## src/rtl/sync_fifo_param.sv

```systemverilog
// Single-clock FIFO with occupancy count, programmable almost flags, sticky errors and registered or FWFT read.
// Write-to-readable latency is one cycle; a write while full or a read while empty is dropped and sets its error flag.
module sync_fifo_param #(
   parameter int DEPTH    = 16,
   parameter int D_WIDTH  = 8,
   parameter int AF_LEVEL = DEPTH - 2,
   parameter int AE_LEVEL = 2,
   parameter bit FWFT     = 1'b0,
   localparam int AW      = $clog2(DEPTH)
) (
   input  logic               clk,
   input  logic               reset,
   input  logic               wr_en,
   input  logic [D_WIDTH-1:0] wr_data,
   input  logic               rd_en,
   output logic [D_WIDTH-1:0] rd_data,
   output logic               rd_valid,
   output logic               full_o,
   output logic               empty_o,
   output logic               almost_full_o,
   output logic               almost_empty_o,
   output logic [AW:0]        count_o,
   output logic               overflow_o,
   output logic               underflow_o,
   input  logic               clr_err
);

   localparam logic [AW:0] ONE     = (AW+1)'(1);
   localparam logic [AW:0] FULL_C  = (AW+1)'(DEPTH);
   localparam logic [AW:0] AF_TH   = (AW+1)'(AF_LEVEL);
   localparam logic [AW:0] AE_TH   = (AW+1)'(AE_LEVEL);

   logic [D_WIDTH-1:0] mem [DEPTH];

   logic [AW:0] wr_ptr_q, wr_ptr_d;
   logic [AW:0] rd_ptr_q, rd_ptr_d;
   logic [AW:0] count_q,  count_d;
   logic        full_q,   full_d;
   logic        empty_q,  empty_d;
   logic        af_q,     af_d;
   logic        ae_q,     ae_d;
   logic        ovf_q,    ovf_d;
   logic        udf_q,    udf_d;

   logic        wr_acc;
   logic        rd_acc;

   // Acceptance looks only at the registered flags, never at the other request.
   assign wr_acc = wr_en && !full_q;
   assign rd_acc = rd_en && !empty_q;

   always_comb begin
      wr_ptr_d = wr_ptr_q;
      rd_ptr_d = rd_ptr_q;
      count_d  = count_q;
      if (wr_acc) begin
         wr_ptr_d = wr_ptr_q + ONE;
      end
      if (rd_acc) begin
         rd_ptr_d = rd_ptr_q + ONE;
      end
      if (wr_acc && !rd_acc) begin
         count_d = count_q + ONE;
      end else if (rd_acc && !wr_acc) begin
         count_d = count_q - ONE;
      end
   end

   always_comb begin
      full_d  = (count_d == FULL_C);
      empty_d = (count_d == '0);
      af_d    = (count_d >= AF_TH);
      ae_d    = (count_d <= AE_TH);
   end

   // A new error event wins over a coincident clear.
   always_comb begin
      ovf_d = clr_err ? 1'b0 : ovf_q;
      udf_d = clr_err ? 1'b0 : udf_q;
      if (wr_en && full_q) begin
         ovf_d = 1'b1;
      end
      if (rd_en && empty_q) begin
         udf_d = 1'b1;
      end
   end

   always_ff @(posedge clk) begin
      if (reset) begin
         wr_ptr_q <= '0;
         rd_ptr_q <= '0;
         count_q  <= '0;
         full_q   <= 1'b0;
         empty_q  <= 1'b1;
         af_q     <= 1'b0;
         ae_q     <= 1'b1;
         ovf_q    <= 1'b0;
         udf_q    <= 1'b0;
      end else begin
         wr_ptr_q <= wr_ptr_d;
         rd_ptr_q <= rd_ptr_d;
         count_q  <= count_d;
         full_q   <= full_d;
         empty_q  <= empty_d;
         af_q     <= af_d;
         ae_q     <= ae_d;
         ovf_q    <= ovf_d;
         udf_q    <= udf_d;
      end
   end

   always_ff @(posedge clk) begin
      if (!reset && wr_acc) begin
         mem[wr_ptr_q[AW-1:0]] <= wr_data;
      end
   end

   if (FWFT == 1'b0) begin : g_reg_read
      logic [D_WIDTH-1:0] rd_data_q, rd_data_d;
      logic               rd_valid_q;

      always_comb begin
         rd_data_d = rd_data_q;
         if (rd_acc) begin
            rd_data_d = mem[rd_ptr_q[AW-1:0]];
         end
      end

      always_ff @(posedge clk) begin
         if (reset) begin
            rd_data_q  <= '0;
            rd_valid_q <= 1'b0;
         end else begin
            rd_data_q  <= rd_data_d;
            rd_valid_q <= rd_acc;
         end
      end

      assign rd_data  = rd_data_q;
      assign rd_valid = rd_valid_q;
   end else begin : g_fwft_read
      // Head word is shown directly; rd_en acknowledges and pops it.
      assign rd_data  = mem[rd_ptr_q[AW-1:0]];
      assign rd_valid = !empty_q;
   end

   assign full_o         = full_q;
   assign empty_o        = empty_q;
   assign almost_full_o  = af_q;
   assign almost_empty_o = ae_q;
   assign count_o        = count_q;
   assign overflow_o     = ovf_q;
   assign underflow_o    = udf_q;

endmodule

```

## config.mk

```make
export PLATFORM = sky130hd
export DESIGN_NAME = sync_fifo_param
export DESIGN_NICKNAME = d
export VERILOG_FILES = /design/src/rtl/sync_fifo_param.sv
export SDC_FILE = /design/constraint.sdc
export NUM_CORES = 1
export LEC_CHECK = 0
export ABC_CLOCK_PERIOD_IN_PS = 3300
export CORE_ASPECT_RATIO = 2
export CORE_MARGIN = 2
export CORE_UTILIZATION = 64
export CTS_CLUSTER_SIZE = 14
export DETAILED_ROUTE_END_ITERATION = 10
export PLACE_DENSITY = 0.84
export SETUP_SLACK_MARGIN = 0.1
export SYNTH_ARGS = -nofsm -noshare
export SYNTH_HDL_FRONTEND = slang
export SYNTH_SLANG_ARGS = --single-unit
```

## constraint.sdc

```tcl
create_clock -name clk -period 3.3 [get_ports clk]
set_clock_uncertainty 0.05 [all_clocks]
set_input_delay 0.66 -clock clk [delete_from_list [all_inputs] [get_ports clk]]
set_output_delay 0.66 -clock clk [all_outputs]
set_load 0.05 [all_outputs]
```

After elaboration in Yosys (flattened, before gate mapping)
Memories as Yosys holds them, arrays and structs flattened. A register that Yosys moved wholly into a read port is not among the register bits.
Index checks and enable logic that the tools add are counted.
{ "totals": {"ff_bits": 22, "ramBits": 128, "input_bits": 13, "out_inout_bits": 20, "wordCells": 40, "mem_count": 1} }
{ "op_classes": {"n_addsub": 4, "n_lt_le_gt_ge": 2, "n_eq_ne": 1, "muxes": 7, "reduce_logical": 15} }
{ "memory_table": {"columns": ["memory", "words", "width", "rd", "rd_clocked_by_memory_dff", "wr", "line_no", "source"], "rows": [
  ["mem", 16, 8, 1, 1, 1, "33", "logic [D_WIDTH-1:0] mem [DEPTH];"]
]} }
{ "op_table": {"columns": ["cell", "count"], "rows": [
  ["$add 5x1->5 const B", 3],
  ["$mux 5", 2],
  ["$logic_and 1x1->1", 7],
  ["$eq 5x5->1 const B", 1],
  ["$ge 5x4->1 const B", 1],
  ["$le 5x2->1 const B", 1],
  ["$logic_not 1->1", 5],
  ["$logic_not 5->1", 1],
  ["$mux 1", 5],
  ["$sub 5x1->5 const B", 1],
  ["$reduce_bool 2->1", 2]
]} }

Longest topological paths before layout
{ "depth": {"ltp_word": 7, "mapped_depth": 7} }

Worst setup path after synthesis
No wires, ideal clock.
{ "synth_timing": {"kind": "register to register", "startpoint": "register count_q[0] (netlist: count_o[0])", "endpoint": "register full_q (netlist: full_o)", "setup_ns": 0.088, "arrival_ns": 2.117, "t_required_ns": 3.162, "path_slack_ns": 1.045, "path_stages_with_launch": 7, "synth_period_minus_slack_ns": 2.255, "path_cell_list": "dfxtp_1 > inv_1 > ha_1 > or4_1 > o211ai_1 > nand2_1 > nor4b_2"} }
{ "synth_via": {"elab_chain_cells": 4, "word_cells_on_any_way": 5, "classes_between": "add/sub: 2; eq/ne: 1; mux: 2"} }
{ "synth_lines": {"columns": ["element", "line_no", "source"], "rows": [
  ["start, declared", "37", "logic [AW:0] count_q, count_d;"],
  ["start signal, assigned", "102", "count_q <= count_d;"],
  ["$sub 5x1->5", "65", "count_d = count_q - ONE;"],
  ["$mux 5", "64", "end else if (rd_acc && !wr_acc) begin"],
  ["$mux 5 *", "62", "if (wr_acc && !rd_acc) begin"],
  ["$eq 5x5->1 *", "70", "full_d = (count_d == FULL_C);"],
  ["end signal, assigned", "103", "full_q <= full_d;"],
  ["end, declared", "38", "logic full_q, full_d;"]
]} }
Every way passes the cells marked *; elsewhere a longest branch is shown, timed or not.
A chain may end at the register's enable or synchronous reset.

Final worst setup path
{ "layout_timing": {"startpoint": "input port rd_en", "endpoint": "register full_q (netlist: full_o)"} }
{ "layout_via": {"elab_chain_cells": 5, "word_cells_on_any_way": 7, "classes_between": "eq/ne: 1; mux: 2; reduce/logical: 4"} }
{ "layout_lines": {"columns": ["element", "line_no", "source"], "rows": [
  ["start, declared", "15", "input logic rd_en,"],
  ["$logic_and 1x1->1 *", "50", "assign rd_acc = rd_en && !empty_q;"],
  ["$logic_and 1x1->1 / $logic_not 1->1 (equally long branches)", "64, 62", null],
  ["$mux 5 / $logic_and 1x1->1 (equally long branches)", "64, 62", null],
  ["$mux 5 *", "62", null],
  ["$eq 5x5->1 *", "70", null]
]} }
Marks and branches as above.

==> metrics <==
Setup crit end kind=flop; Hold Violations, Final=0; Root Driver=clkbuf_16; HP Class=reg2reg; Synth cell types=42; WL/cell=24.1 um; Chip Height=143 um; first-pass GRT wire length=20200 um; drc violations=0; Worst Path Required=3570 ps; Synth Cell Area=0.00617 mm2; Pwr Density=670 mW/mm2; largest net degree at the start of global routing=30; largest cells by area after synthesis=edfxtp_1 62%, mux4_2 12%, dfxtp_1 9.1%; top-level port count=33; cells on worst reg2reg path=6; reg2reg start=count_o[0]$_SDFF_PP0_; initial DRC count=318; register bit total from synthesis=156; cell taking the most area after synthesis=edfxtp_1; EDFF count, synth=128; synthesis warning total=0; 1st-pass router iterations=5; Yosys top cell area share=62.3%; Hold Path End=overflow_o$_SDFFE_PP0P_; nets=447; Antenna diodes=0; Peak VDD IR=0.482 mV; Syn Area/Cell=16.7 um2; Tmin final=2490 ps; crit path launch type=primary input; final setup vio count=0; Hold Crit Depth=2; commonest cells in the netlist=128 x edfxtp_1, 43 x nor2_1, 32 x mux4_2, 28 x dfxtp_1, 23 x nand2_1; HPWL after detailed placement=8470 um; Clock Sinks=156; Resized cells post-CTS=0; R2R Path End=full_o$_SDFF_PP0_; worst-path maximum fanout=14; critical path's slowest cell=clkdlybuf4s50_1; clock buffer depth=2; core box area=0.00938 mm2; RSZ-0062 raised after global routing=no; grt ovf=0; Max Slew Vio Count=0; # port buffers=32; Final Util=77.8%; post-synthesis sequential area ratio=71.3%; crit path kind=in2reg; post-CTS setup buffer count=0; Max Cap Viol=0; leak pwr=0.00241 uW; TritonCTS Buffers=17; vias in the first global route=3645; Slew headroom=41.6%; most frequent cell after synthesis=edfxtp_1; WL final=13100 um; Post-synth ARST share=0%; data arrival time of the worst path=2760 ps; gpl congestion=0.882; Initial Utilization=65.8%; layout cell share with drive strength beyond 1=20.9%; initial antenna violation count=0; DR vias=3560; max frequency=402 MHz; Layout area overhead=18.3%; Setup TNS=0 ps; worst hold start=overflow_o$_SDFFE_PP0P_; Vias/cell=6.54; outcome=complete, no violations; CP peak stage delay=500 ps; Final Cycle Share=75.5%; Die W=73.4 um; Hold Buf Count CTS=0; r2r setup slk=940 ps; H-tree levels=4; CTS tree=yes; total track usage=27.8%; worst slew pin tran=874 ps; Syn Nets=389; ys flop type=edfxtp_1; die area=0.0105 mm2; Clk Latency, worst-skew pair=430 ps; worst path cell trace=clkdlybuf4s50_1, nand2b_1, and4_2, nor4_2, nand2_1, nor4b_2; Row Count=50; DRT antenna net count=0; clock-pin slew on the worst setup and hold paths=60 ps; synthesized instance count=369
==> layout by cell type, fill, tap and decap left out, types with 7 or more instances in the layout <==
master	netlist	layout
nand2_1	23	23
clkdlybuf4s50_1	0	32
edfxtp_1	128	128
nand3_1	10	10
dfxtp_1	28	27
mux4_2	32	32
buf_4	2	25
a31oi_1	8	8
nor2_1	43	43
a22oi_1	10	10
clkbuf_16	0	17
inv_1	7	7
a21oi_1	12	12
ha_1	7	7
==> sequential cells by signal, summed over array words and instances, names as in the netlist <==
register        cells
underflow_o         1
full_o              1
empty_o             1
rd_ptr_q            4
almost_full_o       1
overflow_o          1
wr_ptr_q            4
count_o             5
almost_empty_o      1
mem               128
rd_data             8
rd_valid            1
==> cells by family (layout without fill, tap and decap cells) <==
logic type | count (synthesis) | count (layout) | synth area share (%)
xor gates and xnor gates | 9 | 9 | 1.28
buffers and inverters | 25 | 96 | 2.13
AOI/OAI and AO/OA | 41 | 41 | 4.60
and+or+nand+nor | 99 | 99 | 7.56
muxes | 32 | 32 | 11.7
adders and majority gates | 7 | 7 | 1.42
DFF | 156 | 156 | 71.3
==> worst max-delay path, delay by kind of cell <==
| family | cells | cell delay, ps |
|---|---|---|
| buf+inv | 1 | 500 |
| simple gates | 5 | 1600 |
==> worst max-delay path by stage <==
| stage | start | to | slack, ps |
|---|---|---|---|
| global placement | rd_en | full_o$_SDFF_PP0_ | 560 |
| finish | rd_en | full_o$_SDFF_PP0_ | 810 |
| CTS | rd_en | full_o$_SDFF_PP0_ | 830 |
| detailed placement | rd_en | full_o$_SDFF_PP0_ | 500 |
| floorplan | count_o[0]$_SDFF_PP0_ | full_o$_SDFF_PP0_ | 1040 |
| global route | rd_en | full_o$_SDFF_PP0_ | 620 |
==> area by class of cell <==
cell class	instances	area, um2
Tap cell	104	130
Inverter	7	26.3
Fill cell	510	2080
Timing Repair Buffer	57	508
Clock buffer	21	450
Clock inverter	11	145
Sequential cell	156	4410
Multi-Input combinational cell	188	1640
==> metrics by stage <==
step / power, uW / hold WS (ps) / std cells / cell area, um2 / setup WS [ps]
after floorplan: 2750 / 432 / 369 / 6170 / 1040
after global placement: 2940 / 435 / 512 / 6710 / 564
after detailed placement: 2970 / 450 / 512 / 6710 / 496
after CTS: 4910 / 463 / 544 / 7300 / 828
after global routing: 5050 / 493 / 544 / 7300 / 616
final: 4890 / 456 / 544 / 7300 / 810
==> layer usage <==
metal	vias to the layer above	GRT usage, %	wire length, um
met5	-	0	0
met4	0	15.4	474
met3	41	6.70	649
met1	1791	30.9	4560
met2	169	47.6	7410
li1	1559	-	-
==> power by group <==
part           switching, uW  internal (uW)  total (uW)
registers               81.6           2190        2270
clock network            749           1210        1950
logic                    391            277         668
No activity file was read; power rests on OpenSTA's default activity.
